## config.mk

```make
export PLATFORM = sky130hd
export DESIGN_NAME = frame_dump_ctrl
export DESIGN_NICKNAME = d
export VERILOG_FILES = /design/src/rtl/frame_dump_pkg.sv /design/src/rtl/dump_watchdog.sv /design/src/rtl/frame_dump_ctrl.sv
export SDC_FILE = /design/constraint.sdc
export NUM_CORES = 1
export LEC_CHECK = 0
export CAP_MARGIN = 20
export CORE_UTILIZATION = 55
export CTS_CLUSTER_DIAMETER = 200
export DETAILED_ROUTE_END_ITERATION = 6
export DONT_BUFFER_PORTS = 1
export PLACE_DENSITY = 0.75
export SLEW_MARGIN = 20
export SYNTH_ARGS = -nofsm -noshare
export SYNTH_HDL_FRONTEND = slang
export SYNTH_SLANG_ARGS = --single-unit
```

## constraint.sdc

```tcl
create_clock -name i_clk -period 9.16 [get_ports i_clk]
set_input_delay 1.832 -clock i_clk [delete_from_list [all_inputs] [get_ports i_clk]]
set_output_delay 1.832 -clock i_clk [all_outputs]
set_load 0.01 [all_outputs]
```

## src/rtl/frame_dump_pkg.sv

```systemverilog
// Shared types and byte codes for the UART-driven frame capture/dump controller.
package frame_dump_pkg;

  typedef enum logic [3:0] {
    IDLE,
    CAP_PULSE,
    CAP_WAIT_HI,
    CAP_WAIT_LO,
    RD_PULSE,
    RD_WAIT_RRST,
    RD_STROBE,
    RD_WAIT_DATA,
    TX_WAIT,
    TX_PULSE,
    TX_GUARD,
    REPLY
  } state_e;

  localparam logic [7:0] CMD_CAPTURE   = 8'h43;
  localparam logic [7:0] CMD_DUMP      = 8'h52;
  localparam logic [7:0] CMD_STATUS    = 8'h53;

  localparam logic [7:0] RPL_UNKNOWN   = 8'h3F;
  localparam logic [7:0] RPL_ERROR     = 8'h45;
  localparam logic [7:0] RPL_OK        = 8'h4B;
  localparam logic [7:0] RPL_NOT_READY = 8'h4E;
  localparam logic [7:0] RPL_TIMEOUT   = 8'h54;

  // States that block on an external handshake and are guarded by the watchdog
  function automatic logic is_wait_state(input state_e s);
    return (s == CAP_WAIT_HI) || (s == CAP_WAIT_LO) ||
           (s == RD_WAIT_RRST) || (s == RD_WAIT_DATA);
  endfunction

endpackage

```

## src/rtl/dump_watchdog.sv

```systemverilog
// Cycle watchdog: counts cycles while enabled, restarts on clear, flags the limit.
module dump_watchdog #(
  parameter int unsigned TIMEOUT_CYC = 24000000
) (
  input  logic i_clk,
  input  logic i_rst,
  input  logic clear,
  input  logic enable,
  output logic expired
);

  localparam int unsigned CNT_W = (TIMEOUT_CYC > 1) ? $clog2(TIMEOUT_CYC) : 1;
  localparam logic [CNT_W-1:0] CNT_LAST = CNT_W'(TIMEOUT_CYC - 1);

  logic [CNT_W-1:0] cnt_q;
  logic [CNT_W-1:0] cnt_d;

  // Saturates at the limit so a stalled state cannot wrap back to zero
  always_comb begin
    cnt_d = cnt_q;
    if (clear) begin
      cnt_d = '0;
    end else if (enable && (cnt_q != CNT_LAST)) begin
      cnt_d = cnt_q + CNT_W'(1);
    end
  end

  always_ff @(posedge i_clk or posedge i_rst) begin
    if (i_rst) begin
      cnt_q   <= '0;
      expired <= 1'b0;
    end else begin
      cnt_q   <= cnt_d;
      expired <= enable && (cnt_d == CNT_LAST);
    end
  end

endmodule

```

## src/rtl/frame_dump_ctrl.sv

```systemverilog
// Command-driven camera capture and byte-by-byte frame dump over a UART link.
module frame_dump_ctrl
  import frame_dump_pkg::*;
#(
  parameter int unsigned FRAME_BYTES = 153600,
  parameter int unsigned TIMEOUT_CYC = 24000000
) (
  input  logic       i_clk,
  input  logic       i_rst,
  input  logic       i_rx_done,
  input  logic [7:0] i_rx_data,
  output logic [7:0] o_tx_data,
  output logic       o_tx_en,
  input  logic       i_tx_busy,
  input  logic       i_cam_ready,
  output logic       o_capture_start,
  output logic       o_read_start,
  input  logic       i_fifo_rrst_done,
  output logic       o_rd_byte_str,
  input  logic       i_fifo_busy,
  input  logic       i_data_rdy,
  input  logic [7:0] i_data,
  output logic       o_busy,
  output logic       o_frame_valid
);

  localparam int unsigned CNT_W = $clog2(FRAME_BYTES + 1);
  localparam logic [CNT_W-1:0] LAST_CNT = CNT_W'(FRAME_BYTES);

  state_e           state_q;
  state_e           state_d;
  logic [CNT_W-1:0] byte_cnt_q;
  logic [CNT_W-1:0] byte_cnt_d;
  logic [7:0]       tx_byte_q;
  logic [7:0]       tx_byte_d;
  logic             is_reply_q;
  logic             is_reply_d;
  logic             frame_valid_d;
  logic             timeout_c;
  logic             wd_clear_c;
  logic             wd_enable_c;
  logic             wd_expired;

  dump_watchdog #(
    .TIMEOUT_CYC(TIMEOUT_CYC)
  ) u_watchdog (
    .i_clk  (i_clk),
    .i_rst  (i_rst),
    .clear  (wd_clear_c),
    .enable (wd_enable_c),
    .expired(wd_expired)
  );

  // Next-state and datapath decode
  always_comb begin
    state_d       = state_q;
    byte_cnt_d    = byte_cnt_q;
    tx_byte_d     = tx_byte_q;
    is_reply_d    = is_reply_q;
    frame_valid_d = o_frame_valid;
    timeout_c     = 1'b0;

    case (state_q)
      IDLE: begin
        if (i_rx_done) begin
          is_reply_d = 1'b1;
          state_d    = REPLY;
          case (i_rx_data)
            CMD_CAPTURE: begin
              if (i_cam_ready) state_d = CAP_PULSE;
              else             tx_byte_d = RPL_NOT_READY;
            end
            CMD_DUMP: begin
              if (o_frame_valid) state_d = RD_PULSE;
              else               tx_byte_d = RPL_ERROR;
            end
            CMD_STATUS: tx_byte_d = {6'b0, o_frame_valid, i_cam_ready};
            default:    tx_byte_d = RPL_UNKNOWN;
          endcase
        end
      end

      CAP_PULSE: state_d = CAP_WAIT_HI;

      CAP_WAIT_HI: begin
        if (i_fifo_busy) state_d = CAP_WAIT_LO;
        else             timeout_c = wd_expired;
      end

      CAP_WAIT_LO: begin
        if (!i_fifo_busy) begin
          frame_valid_d = 1'b1;
          tx_byte_d     = RPL_OK;
          is_reply_d    = 1'b1;
          state_d       = REPLY;
        end else begin
          timeout_c = wd_expired;
        end
      end

      RD_PULSE: begin
        byte_cnt_d = '0;
        state_d    = RD_WAIT_RRST;
      end

      RD_WAIT_RRST: begin
        if (i_fifo_rrst_done) state_d = RD_STROBE;
        else                  timeout_c = wd_expired;
      end

      RD_STROBE: state_d = RD_WAIT_DATA;

      RD_WAIT_DATA: begin
        if (i_data_rdy) begin
          tx_byte_d  = i_data;
          byte_cnt_d = byte_cnt_q + CNT_W'(1);
          is_reply_d = 1'b0;
          state_d    = TX_WAIT;
        end else begin
          timeout_c = wd_expired;
        end
      end

      TX_WAIT: begin
        if (!i_tx_busy) state_d = TX_PULSE;
      end

      TX_PULSE: state_d = TX_GUARD;

      // One byte in flight: the next fetch starts only after the guard cycle
      TX_GUARD: begin
        if (is_reply_q) begin
          state_d = IDLE;
        end else if (byte_cnt_q == LAST_CNT) begin
          frame_valid_d = 1'b0;
          state_d       = IDLE;
        end else begin
          state_d = RD_STROBE;
        end
      end

      REPLY: state_d = TX_WAIT;

      default: state_d = IDLE;
    endcase

    if (timeout_c) begin
      frame_valid_d = 1'b0;
      tx_byte_d     = RPL_TIMEOUT;
      is_reply_d    = 1'b1;
      state_d       = REPLY;
    end

    // Watchdog restarts whenever a new state is entered
    wd_clear_c  = (state_d != state_q);
    wd_enable_c = is_wait_state(state_d);
  end

  // State, datapath and registered outputs
  always_ff @(posedge i_clk or posedge i_rst) begin
    if (i_rst) begin
      state_q         <= IDLE;
      byte_cnt_q      <= '0;
      tx_byte_q       <= '0;
      is_reply_q      <= 1'b0;
      o_tx_data       <= '0;
      o_tx_en         <= 1'b0;
      o_capture_start <= 1'b0;
      o_read_start    <= 1'b0;
      o_rd_byte_str   <= 1'b0;
      o_busy          <= 1'b0;
      o_frame_valid   <= 1'b0;
    end else begin
      state_q         <= state_d;
      byte_cnt_q      <= byte_cnt_d;
      tx_byte_q       <= tx_byte_d;
      is_reply_q      <= is_reply_d;
      o_tx_en         <= (state_d == TX_PULSE);
      o_capture_start <= (state_d == CAP_PULSE);
      o_read_start    <= (state_d == RD_PULSE);
      o_rd_byte_str   <= (state_d == RD_STROBE);
      o_busy          <= (state_d != IDLE);
      o_frame_valid   <= frame_valid_d;
      if (state_d == TX_PULSE) o_tx_data <= tx_byte_d;
    end
  end

endmodule

```

# Word-level counts from Yosys, hierarchy flattened
# Cells that the tools add are included.
[op_classes]
n_addsub = 2
eq_ne = 32
mux = 39
reduce_logical = 13
[ops]
columns = ["operator", "n"]
rows = [
  ["$mux W25", 2],
  ["$mux W8", 6],
  ["$pmux W4 S12", 1],
  ["$pmux W8 S3", 2],
  ["$mux W4", 9],
  ["$pmux W18 S2", 1],
  ["$eq A4 B3 Y1 const B", 8],
  ["$add A25 B1 Y25 const B", 1],
  ["$eq A25 B25 Y1 const B", 1],
  ["$ne A25 B25 Y1 const B", 1],
  ["$eq A8 B7 Y1 const B", 3],
  ["$eq A4 B4 Y1 const B", 5],
  ["$add A18 B1 Y18 const B", 1],
  ["$eq A18 B18 Y1 const B", 1],
  ["$mux W18", 1],
  ["$eq A4 B2 Y1 const B", 4],
  ["$ne A3 B3 Y1 const B", 5],
  ["$mux W1", 11],
  ["$eq A4 B1 Y1 const B", 2],
  ["$pmux W4 S2", 1],
  ["$reduce_and A4 Y1", 2],
  ["$reduce_bool A4 Y1", 2],
  ["$mux W3", 2],
  ["$logic_not A4 Y1", 1],
  ["other kinds (10)", 13],
]
[totals]
ff_bits = 71
wordCells = 99

# Depth between registers and ports, before layout
# Gate-level depths: netlist (run 1).
[depth]
ltp_word = 14
depth_mapped = 13
mapped_depth_nobuf = 11

# Cells and area by module
# A second synthesis (run 1) with hierarchy kept.
[unflattened]
cells_unflattened = 488
hier_area_um2 = 4300.4
[by_module_without_submodules]
columns = ["module", "instances", "cells_per_inst", "area_each_um2", "seq_area_each_um2"]
rows = [
  ["frame_dump_ctrl", 1, 302, 2658.8, 1126.1],
  ["dump_watchdog", 1, 186, 1641.6, 650.6],
]

# Worst setup path before layout (run 1)
# OpenSTA, ideal clock, no wires.
[synth_timing]
path_type = "input -> register"
startpoint = "input port i_data_rdy"
endpoint = "register u_watchdog.expired"
setup_time_ps = 96
t_arrival_ps = 4225
t_required_ps = 9064
slack_ps = 4839
cell_stages = 10
path_buffers = 1
cell_sequence = "clkbuf_1 -> nand2_1 -> o211a_2 -> o311ai_4 -> nand3_1 -> mux2_4 -> or4_4 -> a2111oi_4 -> nand4b_1 -> nor4_2"
[synth_between]
elab_chain_len = 12
word_cells_on_any_way = 18
cone_classes = "eq/ne (6); mux (7); reduce/logical (5)"
[synth_rtl]
columns = ["item", "line", "text"]
rows = [
  ["start: declaration", "frame_dump_ctrl.sv:21", "input logic i_data_rdy,"],
  ["$mux W4 / $mux W1 (equally long branches)", "frame_dump_ctrl.sv:114", "if (i_data_rdy) begin"],
  ["$pmux W4 S12 / $pmux W1 S4 (equally long branches)", "frame_dump_ctrl.sv:63", "case (state_q)"],
  ["$mux W4 *", "frame_dump_ctrl.sv:147", "if (timeout_c) begin"],
  ["$eq A4 B2 Y1", "frame_dump_pkg.sv:31", "return (s == CAP_WAIT_HI) || (s == CAP_WAIT_LO) ||"],
  ["$logic_or A1 B1 Y1 (2 in series)", "frame_dump_pkg.sv:31", ""],
  ["$logic_or A1 B1 Y1", "frame_dump_pkg.sv:32", "(s == RD_WAIT_RRST) || (s == RD_WAIT_DATA);"],
  ["$logic_and A1 B1 Y1", "dump_watchdog.sv:23", "end else if (enable && (cnt_q != CNT_LAST)) begin"],
  ["$mux W25", "dump_watchdog.sv:23", ""],
  ["$mux W25", "dump_watchdog.sv:21", "if (clear) begin"],
  ["$eq A25 B25 Y1", "dump_watchdog.sv:34", "expired <= enable && (cnt_d == CNT_LAST);"],
  ["$logic_and A1 B1 Y1 *", "dump_watchdog.sv:34", ""],
  ["end signal: assignment", "dump_watchdog.sv:34", ""],
  ["end: declaration", "dump_watchdog.sv:9", "output logic expired"],
]
# Mark *: on every way between the ends. The rest lies on a longest branch, timed or not.
# A chain may end at the register's enable or synchronous reset.

# Worst setup path in the final report (run 1)
[layout_timing]
startpoint = "input port i_rx_data[5]"
endpoint = "register u_watchdog.expired"
[layout_between]
elab_chain_len = 14
word_cells_on_any_way = 19
cone_classes = "eq/ne (8); mux (6); reduce/logical (5)"
[layout_rtl]
columns = ["item", "line", "text"]
rows = [
  ["start: declaration", "frame_dump_ctrl.sv:11", "input logic [7:0] i_rx_data,"],
  ["$eq A8 B7 Y1", "frame_dump_ctrl.sv:68", "case (i_rx_data)"],
  ["$pmux W4 S2 *", "frame_dump_ctrl.sv:68", ""],
  ["$mux W4 *", "frame_dump_ctrl.sv:65", "if (i_rx_done) begin"],
  ["$pmux W4 S12 *", "frame_dump_ctrl.sv:63", ""],
  ["$mux W4 *", "frame_dump_ctrl.sv:147", ""],
  ["$eq A4 B2 Y1", "frame_dump_pkg.sv:31", ""],
  ["$logic_or A1 B1 Y1 (2 in series)", "frame_dump_pkg.sv:31", ""],
  ["$logic_or A1 B1 Y1", "frame_dump_pkg.sv:32", ""],
  ["$logic_and A1 B1 Y1", "dump_watchdog.sv:23", ""],
  ["$mux W25", "dump_watchdog.sv:23", ""],
  ["$mux W25", "dump_watchdog.sv:21", ""],
  ["$eq A25 B25 Y1", "dump_watchdog.sv:34", ""],
  ["$logic_and A1 B1 Y1 *", "dump_watchdog.sv:34", ""],
]
# Marks and branches as above.

==> flow_summary.yaml, run 1 <==
floorplanning:
  dieArea_sq_mm: 0.008253
  ioPinCount: 38
  die_h_um: 90.85
  core_sq_mm: 0.007687
  die_w_um: 90.85
  rows: 32
  initial_core_util: 0.5648
detailed_routing:
  finalWirelength_um: 10000
  wl_met1_um: 4764
  wl_met3_um: 538
  dr_total_vias: 3735
  drt_iter0_markers: 337
  drc: 0
  topRoutingLayerUsed: "met4"
  dr.pass1.iters: 5
  wl_per_cell_um: 16.84
  wl_met2_um: 4523
  vias_per_cell: 6.288
  antenna_left: 0
worst_setup_path:
  critPathKind: "input pin to register"
  critPathMaxFanout: 11
  reg2reg_to: "u_watchdog.expired"
  cp-endpoint: "u_watchdog.expired"
  crit_path_end_kind: "register"
  r2r_cells: 8
  cpPeakStageDelay_ns: 0.75
  crit_path_start_kind: "input pin"
  crit_path_top_delay_cell: "mux2i_1"
  arrival_ns: 4.90
  crit_path_start: "i_rx_data[5]"
  cp_cell_sequence: "nor3b_2 -> o211ai_1 -> a211oi_1 -> nand3_1 -> mux2i_1 -> nand4_1 -> xor2_1 -> nand4b_1 -> nor4_2"
  required_ns: 9.41
  r2r-start: "state_q[2]"
  r2r_slack_ns: 5.38
sta:
  whs_ns: 0.4983
  finalHoldViolations: 0
  grt_setup_unrepaired: "no"
  period_minus_slack_ns: 4.646
  worst_slew_pin_slew_ns: 1.028
  period_share: 0.5072
  setup_tns_ns: 0
  fmax_mhz: 215.3
  slew_headroom: 0.3086
  setup_viol: 0
  report.final.slew_viol_count: 0
  skew_ns: 0.008915
place:
  port_buffers: 0
  place_congestion: 0.9140
  hpwl_um: 6943
hold_path:
  hp-class: "register to register"
clock_network:
  cts_tree: "done"
  cts_hold_buf: 0
  clk_latency_ns: 0.35
  cts_max_path_buffers: 2
  cts_resized: 0
  cts_sinks: 71
  cts-root-buf: "clkbuf_8"
  h-tree-depth: 3
  numCtsBuffers: 9
  cts.clk_slew.worst_paths_ns: 0.08
  post_cts_buffers: 0
logic_synthesis:
  synth_top_family_by_area: "simple AND/OR/NAND/NOR gates"
  ys_types: 64
  synthArstFlopShare: 1.000
  synthCells: 496
  avgSynthCellArea_sq_um: 8.753
  yosys.area_share.adder: 0.008646
  syn-num-nets: 523
  synth_largest_area_cell: "dfrtp_1"
  synth-edff-count: 0
  synth_top_area_frac: 0.4092
  yosysWarnings: 0
  synth_seq_cells: 71
  synth.area.top_cells: "dfrtp_1 (41%), nor2_1 (5.0%), nand2_1 (4.8%)"
  syn-cell-area_sq_mm: 0.004342
  synth_compound_area_frac: 0.1481
  synth.area.mux_share: 0.02594
  yosysSeqAreaShare: 0.4092
  synth_xor_area_frac: 0.05850
  synthFlopType: "dfrtp_1"
  synthSimpleGateAreaFrac: 0.3092
final_layout:
  drive_above_1_share: 0.09553
  nets: 514
  syn2layout_area_growth_pct: 5.302
  diodes: 0
global_route:
  grt_pass1_wl_um: 16730
  gr-usage-all-layers: 0.2549
  grt.overflow.total: 0
  antenna_found_initial: 0
  grt_max_degree: 72
  grt_pass1_vias: 3462
power:
  power-per-cell-area_mw_per_mm2: 237.5
  ir_worst_vdd_v: 0.0001243
  p_leak_nw: 1.831
run_status:
  outcome: "finished clean"
job:
  drv_cap: 0
==> cell families after synthesis <==
logic type | Yosys count
AND/OR/NAND/NOR | 252
AO/OA/AOI/OAI | 93
multiplexers | 10
XOR/XNOR | 29
buffers and inverters | 38
flip-flops | 71
adder cells (fa/ha/maj) | 3
==> layer usage <==
metal	up-vias	track usage
met5	-	0
met4	0	0.08995
met3	20	0.05303
met2	143	0.3782
met1	1808	0.3693
li1	1764	-
==> where the power goes <==
part / switching, mW / total (mW) / internal [mW] / leakage, nW
clock: 0.122 / 0.255 / 0.133 / 0.103
combinational: 0.250 / 0.387 / 0.137 / 0.792
sequential: 0.0778 / 0.444 / 0.366 / 0.935
==> worst max-delay path, delay by kind of cell <==
kind / cells / cell delay (ns)
AOI/OAI and AO/OA: 2 / 0.89
muxes: 1 / 0.75
and+or+nand+nor: 5 / 1.21
xor gates and xnor gates: 1 / 0.21
==> final cells by class <==
cell class / instances / area (sq um)
inverters: 15 / 56.30
clock buffers: 11 / 141.4
fillers: 718 / 3115
repair buffers: 3 / 22.52
well taps: 102 / 127.6
clock inverters: 5 / 57.56
multi-input cells: 387 / 2390
flip-flops and latches: 71 / 1777
==> Yosys cell counts, types with 3 or more instances <==
cell and number:
nor3b_1 3, clkbuf_1 13, nor3_1 12, or4_1 3, and3b_1 3, and3_1 8, nand4_1 17, o211ai_1 3
nor4b_1 4, buf_2 5, nand4b_1 4, inv_1 14, nor4_1 7, dfrtp_1 71, nand3_1 27, nand2b_1 6
mux2_2 6, buf_6 3, xnor2_1 6, o31ai_1 7, mux2i_1 3, xor2_1 23, or3_1 12, nand3b_1 5
o31a_1 3, a21oi_1 24, o21ai_0 29, a31oi_1 3, nor2_1 58, nor2b_1 7, ha_1 3, nand2_1 56
and2_1 4, a211oi_1 5
==> cells in the final DEF (no fill, tap or decap), types with 3 or more instances in the layout <==
master / instances
mux2i_1: 3
nand4_1: 17
and3b_1: 3
o211ai_1: 3
xnor2_1: 6
and3_1: 8
nor4_1: 7
xor2_1: 23
mux2_2: 6
nor2b_1: 7
clkbuf_8: 10
o21ai_0: 29
nand4b_1: 4
nand2b_1: 6
nand3_1: 27
or4_1: 3
nor3_1: 12
nand3b_1: 5
buf_4: 3
nor3b_1: 3
o31a_1: 3
o31ai_1: 7
a211oi_1: 5
a21oi_1: 24
and2_1: 4
nor2_1: 58
or3_1: 12
a31oi_1: 3
nand2_1: 56
inv_1: 13
dfrtp_1: 71
nor4b_1: 4
ha_1: 3
==> per-stage QoR <==
stage | power (mW) | std cells | area (sq um) | utilization | setup WS (ns)
floorplan | 0.7641 | 496 | 4342 | - | 4.839
finish | 1.086 | 594 | 4572 | 0.5947 | 4.514
global placement | 0.8216 | 578 | 4373 | 0.5688 | 4.374
CTS | 1.082 | 594 | 4572 | 0.5947 | 4.617
detailed placement | 0.8267 | 578 | 4373 | 0.5688 | 4.255
global route | 1.151 | 594 | 4572 | 0.5947 | 4.317
==> worst min-delay path by stage <==
| stage | from | endpoint | slack [ns] | cells after the start |
|---|---|---|---|---|
| after floorplan | tx_byte_q[2] | tx_byte_q[2] | 0.45 | 2 |
| after global placement | tx_byte_q[2] | tx_byte_q[2] | 0.48 | 2 |
| after detailed placement | tx_byte_q[2] | tx_byte_q[2] | 0.48 | 2 |
| after CTS | tx_byte_q[2] | tx_byte_q[2] | 0.50 | 2 |
| after global routing | tx_byte_q[2] | tx_byte_q[2] | 0.53 | 2 |
| final | tx_byte_q[2] | tx_byte_q[2] | 0.50 | 2 |
==> sequential cells by signal, indices dropped and copies added (netlist names) <==
register and cells:
u_watchdog.cnt_q 25, byte_cnt_q 18, o_tx_data 8, tx_byte_q 8, state_q 4, is_reply_q 1, o_busy 1, o_capture_start 1
o_frame_valid 1, o_rd_byte_str 1, o_read_start 1, o_tx_en 1, u_watchdog.expired 1
Power figures use the tool's default switching activity.
==> inputs of run 2 (changes only) <==
--- a/config.mk
+++ b/config.mk
@@ -10,7 +10,7 @@
 export CTS_CLUSTER_DIAMETER = 200
 export DETAILED_ROUTE_END_ITERATION = 6
 export DONT_BUFFER_PORTS = 1
-export PLACE_DENSITY = 0.75
+export PLACE_DENSITY = 0.78
 export SLEW_MARGIN = 20
 export SYNTH_ARGS = -nofsm -noshare
 export SYNTH_HDL_FRONTEND = slang
==> constraint.sdc (replaced) <==
create_clock -name i_clk -period 3.9 [get_ports i_clk]
set_input_delay 0.78 -clock i_clk [delete_from_list [all_inputs] [get_ports i_clk]]
set_output_delay 0.78 -clock i_clk [all_outputs]
set_load 0.01 [all_outputs]
==> run 2 against run 1 <==
- count of clock-buffer cells in the layout shrank 2
- cell count grew 1.5%
- non-clock buffer count grew 9
- setup slack lost 4.1 ns
- combinational power grew to 2.6 times the previous value
- power grew 140%
- critical endpoint unchanged
- largest cell class unchanged
==> flow_summary.yaml, run 2 (same netlist as run 1, synthesis figures left out) <==
run_status:
  outcome: "finished clean"
global_route:
  grt_pass1_vias: 3727
  grt_max_degree: 51
  grtUsageMet1: 0.3481
  grtUsageMet3: 0.04630
  busiest_layer: "met2"
  met2_usage: 0.4343
  grt_pass1_wl_um: 17640
  antenna_found_initial: 0
  grt.overflow.total: 0
  gr-usage-all-layers: 0.2673
clock_network:
  post_cts_buffers: 0
  numCtsBuffers: 9
  h-tree-depth: 3
  cts_resized: 0
  clk_latency_ns: 0.36
  cts_tree: "done"
  cts_sinks: 71
  cts.clk_slew.worst_paths_ns: 0.08
  cts_max_path_buffers: 2
  cts-root-buf: "clkbuf_8"
  cts_hold_buf: 0
final_layout:
  diodes: 0
  final_common_cell: "dfrtp_1"
  nets: 523
  final_cell_mix: "dfrtp_1 (71), nor2_1 (58), nand2_1 (56)"
  regMostFlops: "u_watchdog.cnt_q"
  final_util: 0.6009
  drive_above_1_share: 0.1138
  syn2layout_area_growth_pct: 6.398
  reg.largest.list: "u_watchdog.cnt_q: 25 flops, byte_cnt_q: 18 flops"
  design_area_sq_mm: 0.004619
  largest_register_ffs: 25
  seq_area_sq_mm: 0.001777
  fillers: 674
  multi_input_area_sq_mm: 0.002390
  layout.cells.non_filler: 603
sta:
  period_minus_slack_ns: 3.436
  skew_ns: 0.01613
  setup_viol: 0
  slew_headroom: 0.5734
  period_share: 0.8810
  report.final.slew_viol_count: 0
  whs_ns: 0.3034
  finalHoldViolations: 0
  setup_tns_ns: 0
  fin_ws_ns: 0.4642
  grt_setup_unrepaired: "no"
  worst_slew_pin_slew_ns: 0.6399
  fmax_mhz: 291.1
power:
  power-per-cell-area_mw_per_mm2: 560.3
  p_total_mw: 2.588
  power_switching_share: 0.4305
  intPower_mw: 1.474
  power.switching_mw: 1.114
  pwr-share-clk: 0.209
  power_frac_comb: 0.394
  ir_worst_vdd_v: 0.0003785
  power_frac_seq: 0.397
  p_leak_nw: 1.856
worst_setup_path:
  r2r_cells: 10
  crit_family: "simple AND/OR/NAND/NOR gates"
  critPathMaxFanout: 21
  crit_path_start_kind: "register"
  r2r-start: "state_q[2]"
  r2r_slack_ns: 0.46
  crit_path_top_delay_cell: "dfrtp_1"
  required_ns: 4.16
  critPathKind: "register to register"
  path_common_cell: "nor4_2"
  reg2reg_to: "u_watchdog.expired"
  cp_cell_sequence: "buf_4 -> nor4_2 -> nand2_2 -> nor2_4 -> a211oi_4 -> mux2_4 -> or4_4 -> a2111oi_4 -> nand4b_1 -> nor4_2"
  crit_buf_inv: 1
  crit_path_end_kind: "register"
  arrival_ns: 3.69
  cpPeakStageDelay_ns: 0.58
floorplanning:
  ioPinCount: 38
  core_sq_mm: 0.007687
  die_h_um: 90.85
  die_w_um: 90.85
  initial_core_util: 0.5648
  rows: 32
  dieArea_sq_mm: 0.008253
hold_path:
  hp-class: "input pin to asynchronous set/reset pin"
detailed_routing:
  drc: 0
  finalWirelength_um: 10540
  vias_per_cell: 6.179
  drt_iter0_markers: 225
  antenna_left: 0
  wl_per_cell_um: 17.48
  dr.pass1.iters: 6
  dr_total_vias: 3726
job:
  drv_cap: 0
place:
  hpwl_um: 7573
  port_buffers: 0
  pre_cts_slack_ns: 0.4024
  place_congestion: 0.9541
  dp_cells: 587
  place_area_sq_mm: 0.004441
-- run 2: how the worst max path moves through the flow --
stage / from / endpoint / slack [ns] / depth (start not counted)
final: state_q[2] / u_watchdog.expired / 0.46 / 10
after global routing: byte_cnt_q[0] / u_watchdog.expired / 0.23 / 11
after floorplan: i_data_rdy / u_watchdog.expired / 0.63 / 10
after detailed placement: i_rx_data[0] / u_watchdog.expired / 0.40 / 9
after global placement: i_rx_data[0] / u_watchdog.expired / 0.53 / 9
after CTS: byte_cnt_q[0] / u_watchdog.expired / 0.48 / 11
-- run 2: final cells by class --
class | instances | share of cell area
Timing Repair Buffer | 12 | 0.01950
Inverter | 15 | 0.01219
Clock buffer | 9 | 0.02681
Clock inverter | 7 | 0.01192
Tap cell | 102 | 0.02763
Sequential cell | 71 | 0.3846
Multi-Input combinational cell | 387 | 0.5173
-- run 2: power groups by stage --
stage | combinational, mW | sequential (mW) | clock, mW
detailed placement | 1.01 | 1.03 | 0
global placement | 0.991 | 1.03 | 0
CTS | 1.01 | 1.02 | 0.550
floorplan | 0.831 | 0.964 | 0
finish | 1.02 | 1.03 | 0.541
global route | 1.12 | 1.04 | 0.585
-- run 2: per-layer routing --
layer	wire, um	part of all wire
met1	4480	0.42
met2	5233	0.50
met3	548	0.052
met4	280	0.027
met5	0	0
==> inputs of run 3 (changes only) <==
--- a/config.mk
+++ b/config.mk
@@ -5,6 +5,7 @@
 export SDC_FILE = /design/constraint.sdc
 export NUM_CORES = 1
 export LEC_CHECK = 0
+export ABC_CLOCK_PERIOD_IN_PS = 3900
 export CAP_MARGIN = 20
 export CORE_UTILIZATION = 55
 export CTS_CLUSTER_DIAMETER = 200
==> results of run 3 <==
No change in the layout: final DEF, timing and power equal those of run 2.
